==> src/rtl/if_id_pkg.sv <==
// Shared widths, encodings and beat type for the fetch/decode boundary.
// Also used by fetch, pc and decode so all stages agree on NOP and reset pc.
package if_id_pkg;

    localparam int XLEN   = 64;
    localparam int INST_W = 32;

    localparam logic [INST_W-1:0] NOP_ENC      = 32'h00000013;
    localparam logic [XLEN-1:0]   RESET_PC_DEF = 64'h0000000080000000;

    typedef struct packed {
        logic [XLEN-1:0]   addr;
        logic [INST_W-1:0] inst;
        logic              misalign;
    } beat_t;

    // RV64 without C extension: any pc not on a 4-byte boundary traps in ID.
    function automatic logic pc_misaligned(input logic [XLEN-1:0] pc);
        return |pc[1:0];
    endfunction

endpackage

==> src/rtl/if_id.sv <==
// IF/ID pipeline register: output stage plus a 1-entry skid buffer so that
// back-pressure to fetch is a registered signal.
module if_id
    import if_id_pkg::*;
#(
    parameter logic [INST_W-1:0] NOP_INST = NOP_ENC,
    parameter logic [XLEN-1:0]   RESET_PC = RESET_PC_DEF
) (
    input  logic              clk,
    input  logic              rst,
    input  logic [XLEN-1:0]   inst_addr_i,
    input  logic [INST_W-1:0] inst_i,
    input  logic              valid_i,
    output logic              ready_o,
    input  logic              flush_i,
    output logic [XLEN-1:0]   inst_addr_o,
    output logic [INST_W-1:0] inst_o,
    output logic              misalign_o,
    output logic              valid_o,
    input  logic              ready_i
);

    beat_t out_beat;
    beat_t skid_beat;
    beat_t in_beat;
    logic  skid_vld;
    logic  accept;
    logic  out_load;

    assign in_beat  = '{addr: inst_addr_i, inst: inst_i, misalign: pc_misaligned(inst_addr_i)};
    // ready_o comes straight from a flop: no combinational path from ready_i.
    assign ready_o  = ~skid_vld;
    assign accept   = valid_i & ready_o;
    assign out_load = ~valid_o | ready_i;

    always_ff @(posedge clk) begin
        if (rst) begin
            valid_o           <= 1'b0;
            out_beat.addr     <= RESET_PC;
            out_beat.inst     <= NOP_INST;
            out_beat.misalign <= 1'b0;
            skid_vld          <= 1'b0;
        end else if (flush_i) begin
            // Redirect: drop everything held and incoming; pc is kept.
            valid_o           <= 1'b0;
            out_beat.inst     <= NOP_INST;
            out_beat.misalign <= 1'b0;
            skid_vld          <= 1'b0;
        end else if (out_load) begin
            if (skid_vld) begin
                out_beat <= skid_beat;
                valid_o  <= 1'b1;
                skid_vld <= 1'b0;
            end else if (accept) begin
                out_beat <= in_beat;
                valid_o  <= 1'b1;
            end else begin
                valid_o           <= 1'b0;
                out_beat.inst     <= NOP_INST;
                out_beat.misalign <= 1'b0;
            end
        end else if (accept) begin
            skid_beat <= in_beat;
            skid_vld  <= 1'b1;
        end
    end

    assign inst_addr_o = out_beat.addr;
    assign inst_o      = out_beat.inst;
    assign misalign_o  = out_beat.misalign;

endmodule

==> config.mk <==
export PLATFORM = sky130hd
export DESIGN_NAME = if_id
export DESIGN_NICKNAME = d
export VERILOG_FILES = /design/src/rtl/if_id_pkg.sv /design/src/rtl/if_id.sv
export SDC_FILE = /design/constraint.sdc
export NUM_CORES = 1
export LEC_CHECK = 0
export CORE_UTILIZATION = 40
export DETAILED_ROUTE_END_ITERATION = 16
export HOLD_SLACK_MARGIN = 0.03
export PLACE_DENSITY = 0.74
export SYNTH_ARGS = -nofsm -noshare
export SYNTH_HDL_FRONTEND = slang
export SYNTH_SLANG_ARGS = --single-unit
==> constraint.sdc <==
create_clock -name clk -period 10.5 [get_ports clk]
set_clock_uncertainty 0.05 [all_clocks]
set_input_delay 1.05 -clock clk [delete_from_list [all_inputs] [get_ports clk]]
set_output_delay 1.05 -clock clk [all_outputs]
set_load 0.1 [all_outputs]
# Yosys cells after proc, flatten, opt, wreduce, memory -nomap -nowiden

Cells that the tools add are included.

Register bits after elaboration: 196
Bits in latches: 0
Bits in writable memories: 0
Bits in read-only memories: 0
Input bits: 101
Output and inout port bits: 99
Logic and storage cells: 26
Memories kept: 0

Add/subtract/negate cells: 0
$mul: 0
Div/mod/pow operators: 0
$lt $le $gt $ge: 0
Equality and inequality tests: 0
Shifts and indexed selects: 0
Multiplexer cells: 5
Bitwise gates (word level): 7
Reductions and logical operators: 6

Operator list:

| operator            | count |
|---|---|
| two-way mux 97 bit  | 1 |
| two-way mux 64 bit  | 1 |
| two-way mux 33 bit  | 1 |
| inverter 1 bit      | 5 |
| AND reduction 4 bit | 1 |
| OR reduction 2 bit  | 2 |
| AND reduction 3 bit | 1 |
| OR reduction 3 bit  | 1 |
| two-way mux 1 bit   | 2 |
| nonzero test 2 bit  | 1 |
| bitwise AND 1 bit   | 1 |
| OR 1 bit            | 1 |

# Longest topological paths before layout

Gate-level depths: netlist of the first run.

Word-level depth: 4
Depth in mapped cells: 6
Gate-level depth less buffers: 3

# Least setup slack after synthesis of the first run

No wires, ideal clock.

Kind: in2reg
From: in ready_i
To: reg skid_beat[0] (netlist bit), enable pin
Data arrival time: 8.275 ns
Path slack: 1.503 ns
Stages: 5
Path through: nand2b_1 buf_2 buf_4 buf_2 nor3_1

Word-level cells in the longest chain between the ends: 3

RTL lines:

| item                                 | RTL line    | RTL |
|---|---|---|
| from (decl)                          | if_id.sv:20 | `input logic ready_i` |
| OR 1 bit                             | if_id.sv:34 | `assign out_load = ~valid_o \| ready_i;` |
| inverter 1 bit (no source line)      | --          |  |
| AND reduction 4 bit (no source line) | --          |  |
| to (signal assigned)                 | if_id.sv:63 | `skid_beat <= in_beat;` |
| to (decl)                            | if_id.sv:24 | `beat_t skid_beat;` |

Every way passes these cells.
A chain may end at the register's enable or synchronous reset.

# Worst setup path after layout of the first run

From: reg skid_vld
To: out ready_o

Word-level cells in the longest chain between the ends: 1

RTL lines:

| item                   | RTL line    | RTL |
|---|---|---|
| from (decl)            | if_id.sv:26 | `logic skid_vld;` |
| from (signal assigned) | if_id.sv:42 | `skid_vld <= 1'b0;` |
| from (signal assigned) | if_id.sv:48 | `skid_vld <= 1'b0;` |
| from (signal assigned) | if_id.sv:53 | `skid_vld <= 1'b0;` |
| inverter 1 bit         | if_id.sv:32 | `assign ready_o = ~skid_vld;` |
| to (decl)              | if_id.sv:14 | `output logic ready_o,` |

Every way passes these cells.

==> impl_results.md, run 1 <==
- IO buf count: approximately 200
- FFs w/ async S/R, synth: 0%
- Bufs and invs on worst path: 2
- Fmax: 0.281 GHz
- Layout net count: between 800 and 900
- DIE WIDTH: about 140 µm
- Wire length per cell: roughly 18 µm
- Post-CTS resize count: 0
- Fill cell count: roughly 1500
- Vias in the first global route: 5239
- Flops & latches, synth: just under 200
- Hold Path Depth: 2
- CP startpoint kind: flop
- CP endpoint kind: primary output
- I/O Pins: 200
- Status: finished, final reports clean
- Reg2reg start: skid_vld
- Slew @ Worst Pin: 1.27 ns
- Root Buffer: clkbuf_16
- Synthesized instance count: approximately 550
- Final Total Pwr: 0.00183 W
- Yosys cell types: 22
- Final setup fails: 0
- Largest area contributor in the netlist: edfxtp_1
- Final hold vios: 0
- Slowest stage delay, CP: approximately 1.0 ns
- Die Span Y: roughly 140 µm
- Reg-to-Reg End: inst_addr_o[41]
- Final min period: approximately 3.6 ns
- Overall Global Routing Usage: between 10% and 20%
- Syn_nets: between 600 and 700
- Crit path arrival time: 2.46 ns
- VDD IR max: ~120 µV
- Fin crit share: between 30% and 40%
- Rel. slew slack: ~15%
- Initial antenna violation count: 0
- Site row count: slightly below 50
- DP Area: between 9000 and 10000 µm²
- Die area: 19000 µm²
- Power per standard cell area: between 150 and 200 nW/µm²
- LEAKAGE: about 3.2 nW
- Largest net degree at the start of global routing: between 60 and 70
- Critical-path cell list: inv_1 > clkdlybuf4s50_1
- Vias: 5290
- Flop2flop setup slack: about 7.1 ns
- Initial Util: roughly two fifths
- Number of synthesized flops with an enable pin: a little under 100
- CORE AREA: around 18000 µm²
- Routed Antenna Nets: 0
- Top FF cell, synth: dfxtp_1
- Total negative slack: 0 ns
- Non-Filler Instances: around 970
- Post-DP HPWL: between 10000 and 15000 µm
- First DRT Iteration DRCs: around 350
- Cell with the most instances after synthesis: dfxtp_1
- Slew Limit Fails: 0
- DRC viols: 0
- Top cell type's share of synthesized area: between 30% and 40%
- Unrepaired setup endpoints after global routing: no
- Hold Path End: inst_o[1]
- Max-cap check violation count: 0
- CTS tree: done
- Largest delay contributor family on the critical path: buffers and inverters
- H-tree depth: 4
- CTS sink cnt: around 200
- N_diodes: 0
- Worst skew pair latency: 0.43 ns
- Vias per cell: 5.46
- Dpl cells: 936
- Max Fanout on Critical Path: 45
- HP Class: flop to flop
- Design area: 10000 µm²
- Top cells by count, synth: 99 x dfxtp_1, 97 x edfxtp_1, 67 x a21oi_1, 64 x mux2i_1, 54 x a211oi_1
- TritonRoute pass-1 iters: 4
- Reg2reg path depth: 5
- Layout cells sized above 1: under 10%
- Required time of the critical path: around 9.4 ns
- Worst-case clock buffer depth: 2
- Hold-fix buffers, CTS: 0
- Sequential fraction of the synthesis area: between 60% and 70%
- Hold Startpoint: inst_o[1]
- Post-Syn Area per Cell: ~13 µm²
- Slowest CP cell: clkdlybuf4s50_1
- GPL Wtd Cong: about 0.8
- Synth warn: 0
- First-pass GRT wire length: 27500 µm
- Post-Route WL: 17900 µm
- Synth top area cells: edfxtp_1 40%, dfxtp_1 27%, mux2i_1 8.7%
- Clock slew at reported path FFs: 0.07 ns
- Synth Cell Area: 7370 µm²
- Post-CTS Setup Bufs: 0
- Clock buffer count from CTS: 17
- Area growth, synth to finish: 35.9%
- Grt ovf: 0
- Setup Crit Path Kind: flop to primary output
[sequential cells by signal (all words and copies together), names as in the netlist]
signal / flops
misalign_o: 1
inst_addr_o: 64
inst_o: 32
skid_vld: 1
valid_o: 1
skid_beat: 97
[stage by stage]
stage	worst slack [ns]	util [%]	hold slack [ns]
global placement	7.12	52.2	0.412
finish	6.94	55.6	0.430
detailed placement	7.06	52.2	0.405
CTS	6.92	55.6	0.420
floorplan	1.50	-	0.454
global route	6.84	55.6	0.469
[power by group]
part / internal (W) / switching [W] / leakage [nW]
clock: 0.000385 / 0.000292 / 0.303
combinational: 0.0000947 / 0.000221 / 1.25
sequential: 0.000824 / 0.0000149 / 1.69
total: 0.00130 / 0.000528 / 3.24
[worst reg2reg max path: stages, from the launching register on]
cell and delay, ns:
dfxtp_4 0.78, buf_4 0.79, o21ba_2 0.78, buf_4 0.47
a21oi_1 0.13, a211oi_1 0.27
[placed cells by master (no fill, tap or decap), drive strengths merged]
cell / netlist / final
a21oi: 67 / 67
dfxtp: 99 / 99
buf: 40 / 8
o22ai: 3 / 3
bufinv: 0 / 3
mux2i: 64 / 64
clkinvlp: 0 / 1
o21ba: 1 / 1
clkbuf: 13 / 18
or2: 2 / 2
clkdlybuf4s50: 0 / 198
nor2: 32 / 32
clkinv: 0 / 5
nor2b: 3 / 3
inv: 1 / 6
a211oi: 64 / 64
a221oi: 30 / 30
nor3: 33 / 33
o21ai: 3 / 3
edfxtp: 97 / 97
nand2b: 2 / 2
[worst max path at each step]
stage / from / end / slack [ns] / cells past startpoint
6_report: skid_vld / ready_o / 6.94 / 2
4_1_cts: skid_vld / ready_o / 6.92 / 2
3_5_place_dp: rst / skid_beat[82] / 7.06 / 5
2_1_floorplan: ready_i / skid_beat[0] / 1.50 / 5
3_3_place_gp: rst / skid_beat[37] / 7.12 / 5
5_1_grt: skid_vld / ready_o / 6.84 / 2
[layer usage]
| layer | vias to the layer above | wire length, µm | part of all wire (%) | global-route usage [%] |
|---|---|---|---|---|
| met2 | 195 | 8430 | 47 | 29.5 |
| met5 | - | 0 | 0 | 0 |
| met1 | 2585 | 7880 | 44 | 25.5 |
| li1 | 2478 | - | - | - |
| met4 | 0 | 392 | 2.2 | 7.37 |
| met3 | 32 | 1150 | 6.4 | 5.22 |
[logic make-up after synthesis]
family	share of synthesized area [%]
buffers and inverters	4.29
DFF	66.4
AOI/OAI and AO/OA	15.9
and+or+nand+nor	4.72
muxes	8.69
[layout make-up]
class | instances | area [µm²] | share of cell area, %
sequential | 196 | 4900 | 48.9
multi-input combinational | 304 | 2180 | 21.7
timing repair buffer | 206 | 2040 | 20.4
clock buffer | 18 | 439 | 4.38
tap | 229 | 287 | 2.86
clock inverter | 14 | 174 | 1.74
inverter | 1 | 3.75 | 0.0375
Power figures use the tool's default switching activity.
==> run 2: changes to the inputs <==
==> constraint.sdc (replaced) <==
create_clock -name clk -period 3.3 [get_ports clk]
set_clock_uncertainty 0.05 [all_clocks]
set_input_delay 0.33 -clock clk [delete_from_list [all_inputs] [get_ports clk]]
set_output_delay 0.33 -clock clk [all_outputs]
set_load 0.1 [all_outputs]
==> run 2 against run 1 <==
Net effect: clock power rose to 3.1 times the previous value; die area stayed put; register-to-register slack worse by 5.7 ns; count of clock-buffer cells in the layout decreased by 1; sequential share of layout area fell by 0.14 points; routed wire length rose by 3.4%; via count about the same; cell count grew 0.31%; sequential power rose to 3.2 times the previous value; hold slack worse by 0.0013 ns.
==> impl_results.md, run 2 (same netlist as run 1, synthesis figures left out) <==
- Status: finished, final reports clean (unchanged)
- Layout net count: 830 (was 827)
- Largest net degree at the start of global routing: 74 (was 67)
- Reg2reg start: skid_vld (unchanged)
- Final min period: about 2.5 ns
- VDD IR max: 348 µV (was 116 µV)
- Final Util: 55.8% (was 55.6%)
- Bufs and invs on worst path: 2 (unchanged)
- Slowest stage delay, CP: 1.15 ns (was 1.02 ns)
- Grt ovf: 0 (unchanged)
- DRC viols: 0 (unchanged)
- Post-DP HPWL: 11500 µm (was 11400 µm)
- Unrepaired setup endpoints after global routing: no (unchanged)
- GPL Wtd Cong: 0.782 (was 0.785)
- Max reg flops: 97 (unchanged)
- Worst-case clock buffer depth: 2 (unchanged)
- Clock buffer count from CTS: 17 (unchanged)
- Post-CTS resize count: 0 (unchanged)
- Final setup fails: 0 (unchanged)
- Fin crit share: around three quarters
- Fmax: between 0.4 and 0.5 GHz
- HP Class: flop to flop (unchanged)
- CTS sink cnt: 196 (unchanged)
- Initial antenna violation count: 0 (unchanged)
- CORE AREA: 18000 µm² (unchanged)
- Slew Limit Fails: 0 (unchanged)
- Vias per cell: 5.44 (was 5.46)
- Post-Route WL: 18500 µm (was 17900 µm)
- Die Span Y: 138 µm (unchanged)
- Rel. slew slack: 30.3% (was 15.3%)
- Hold Startpoint: inst_o[1] (unchanged)
- Post-CTS Setup Bufs: 0 (unchanged)
- Root Buffer: clkbuf_16 (unchanged)
- N_diodes: 0 (unchanged)
- Flop2flop setup slack: 1.46 ns (was 7.13 ns)
- Critical-path cell list: inv_1 > clkdlybuf4s50_1 (unchanged)
- Initial Util: 40.9% (unchanged)
- Site row count: 49 (unchanged)
- DIE WIDTH: 138 µm (unchanged)
- Total negative slack: 0 ns (unchanged)
- Routed Antenna Nets: 0 (unchanged)
- Most frequent cells in the layout: 198 x clkdlybuf4s50_1, 97 x dfxtp_1, 97 x edfxtp_1 (was 198 x clkdlybuf4s50_1, 98 x dfxtp_1, 97 x edfxtp_1)
- Setup Crit Path Kind: flop to primary output (unchanged)
- TritonRoute pass-1 iters: 7 (was 4)
- Clock slew at reported path FFs: 0.07 ns (about the same)
- Overall Global Routing Usage: 19.9% (was 19.1%)
- Largest Register: skid_beat (unchanged)
- First DRT Iteration DRCs: 309 (was 352)
- First-pass GRT wire length: 28600 µm (was 27500 µm)
- Hold Path Depth: 2 (unchanged)
- Area growth, synth to finish: 36.4% (was 35.9%)
- Reg2reg path depth: 4 (was 5)
- CP endpoint kind: primary output (unchanged)
- Layout cells sized above 1: 8.49% (was 7.98%)
- Crit path arrival time: 2.11 ns (was 2.46 ns)
- I/O Pins: 200 (unchanged)
- Slew @ Worst Pin: 1.04 ns (was 1.27 ns)
- Power per standard cell area: 571 nW/µm² (was 183 nW/µm²)
- Fill cell count: 1462 (was 1457)
- Slowest CP cell: clkdlybuf4s50_1 (unchanged)
- IO buf count: 199 (unchanged)
- LEAKAGE: 3.26 nW (was 3.24 nW)
- Vias in the first global route: 5386 (was 5239)
- Max-cap check violation count: 0 (unchanged)
- Max Fanout on Critical Path: 14 (was 45)
- Die area: 19000 µm² (unchanged)
- H-tree depth: 4 (unchanged)
- Hold-fix buffers, CTS: 0 (unchanged)
- Required time of the critical path: 2.92 ns (was 9.40 ns)
- Reg-to-Reg End: inst_addr_o[9] (was inst_addr_o[41])
- CP startpoint kind: flop (unchanged)
- Vias: 5287 (was 5290)
- Worst skew pair latency: 0.42 ns (was 0.43 ns)
- Largest delay contributor family on the critical path: buffers and inverters (unchanged)
- Final hold vios: 0 (unchanged)
- CTS tree: done (unchanged)
- Hold Path End: inst_o[1] (unchanged)
- Wire length per cell: 19.0 µm (was 18.4 µm)
- Commonest non-fill, non-tap cell in the layout: clkdlybuf4s50_1 (unchanged)
## run 2: cell count changes in the layout (fill, tap and decap cells not counted), sizes merged
cell | previous run | this run
buf | 8 | 11
bufinv | 3 | 1
clkbuf | 18 | 17
clkinvlp | 1 | 2
inv | 6 | 8
## run 2: where the power goes
group	internal [W]	switching (W)
Clock	0.00108	0.000986
Sequential	0.00262	0.0000406
Combinational	0.000304	0.000713
## run 2: through the flow
stage	instances	area (µm²)	worst slack (ns)	total power [W]	hold slack, ns
2_1_floorplan	554	7400	-0.535	0.00342	0.379
3_3_place_gp	939	9460	0.772	0.00372	0.410
3_5_place_dp	939	9460	0.697	0.00373	0.419
4_1_cts	971	10100	0.785	0.00581	0.411
5_1_grt	971	10100	0.751	0.00594	0.425
6_report	971	10100	0.810	0.00574	0.428
## run 2: worst max-delay path by stage
stage | endpoint | from | cells after the start | slack, ns
floorplan | skid_beat[0] | valid_o | 5 | -0.53
CTS | ready_o | skid_vld | 2 | 0.78
finish | ready_o | skid_vld | 2 | 0.81
global placement | skid_beat[53] | flush_i | 4 | 0.77
global route | ready_o | skid_vld | 2 | 0.75
detailed placement | skid_beat[53] | flush_i | 4 | 0.70
## run 2: layout make-up
| cell class | instances | area [µm²] | area share (%) |
|---|---|---|---|
| Clock buffer | 17 | 425 | 4.23 |
| Clock inverter | 15 | 166 | 1.66 |
| Inverter | 1 | 3.75 | 0.0373 |
| Multi-Input combinational cell | 304 | 2180 | 21.7 |
| Sequential cell | 196 | 4900 | 48.8 |
| Tap cell | 229 | 287 | 2.85 |
| Timing Repair Buffer | 209 | 2090 | 20.8 |
## run 2: worst register-to-register path, stage by stage, from the launching register on
cell      delay, ns
dfxtp_4        0.45
nor2_1         0.14
nor3_4         0.13
buf_4          0.64
a211oi_1       0.26
## run 2: layer usage
metal	wire length (µm)	global-route usage, %	vias to the layer above	share of wire, %
met1	7740	24.9	2589	42
met5	0	0	-	0
li1	-	-	2483	-
met2	9090	33.0	197	49
met4	259	6.64	0	1.4
met3	1380	5.37	18	7.5
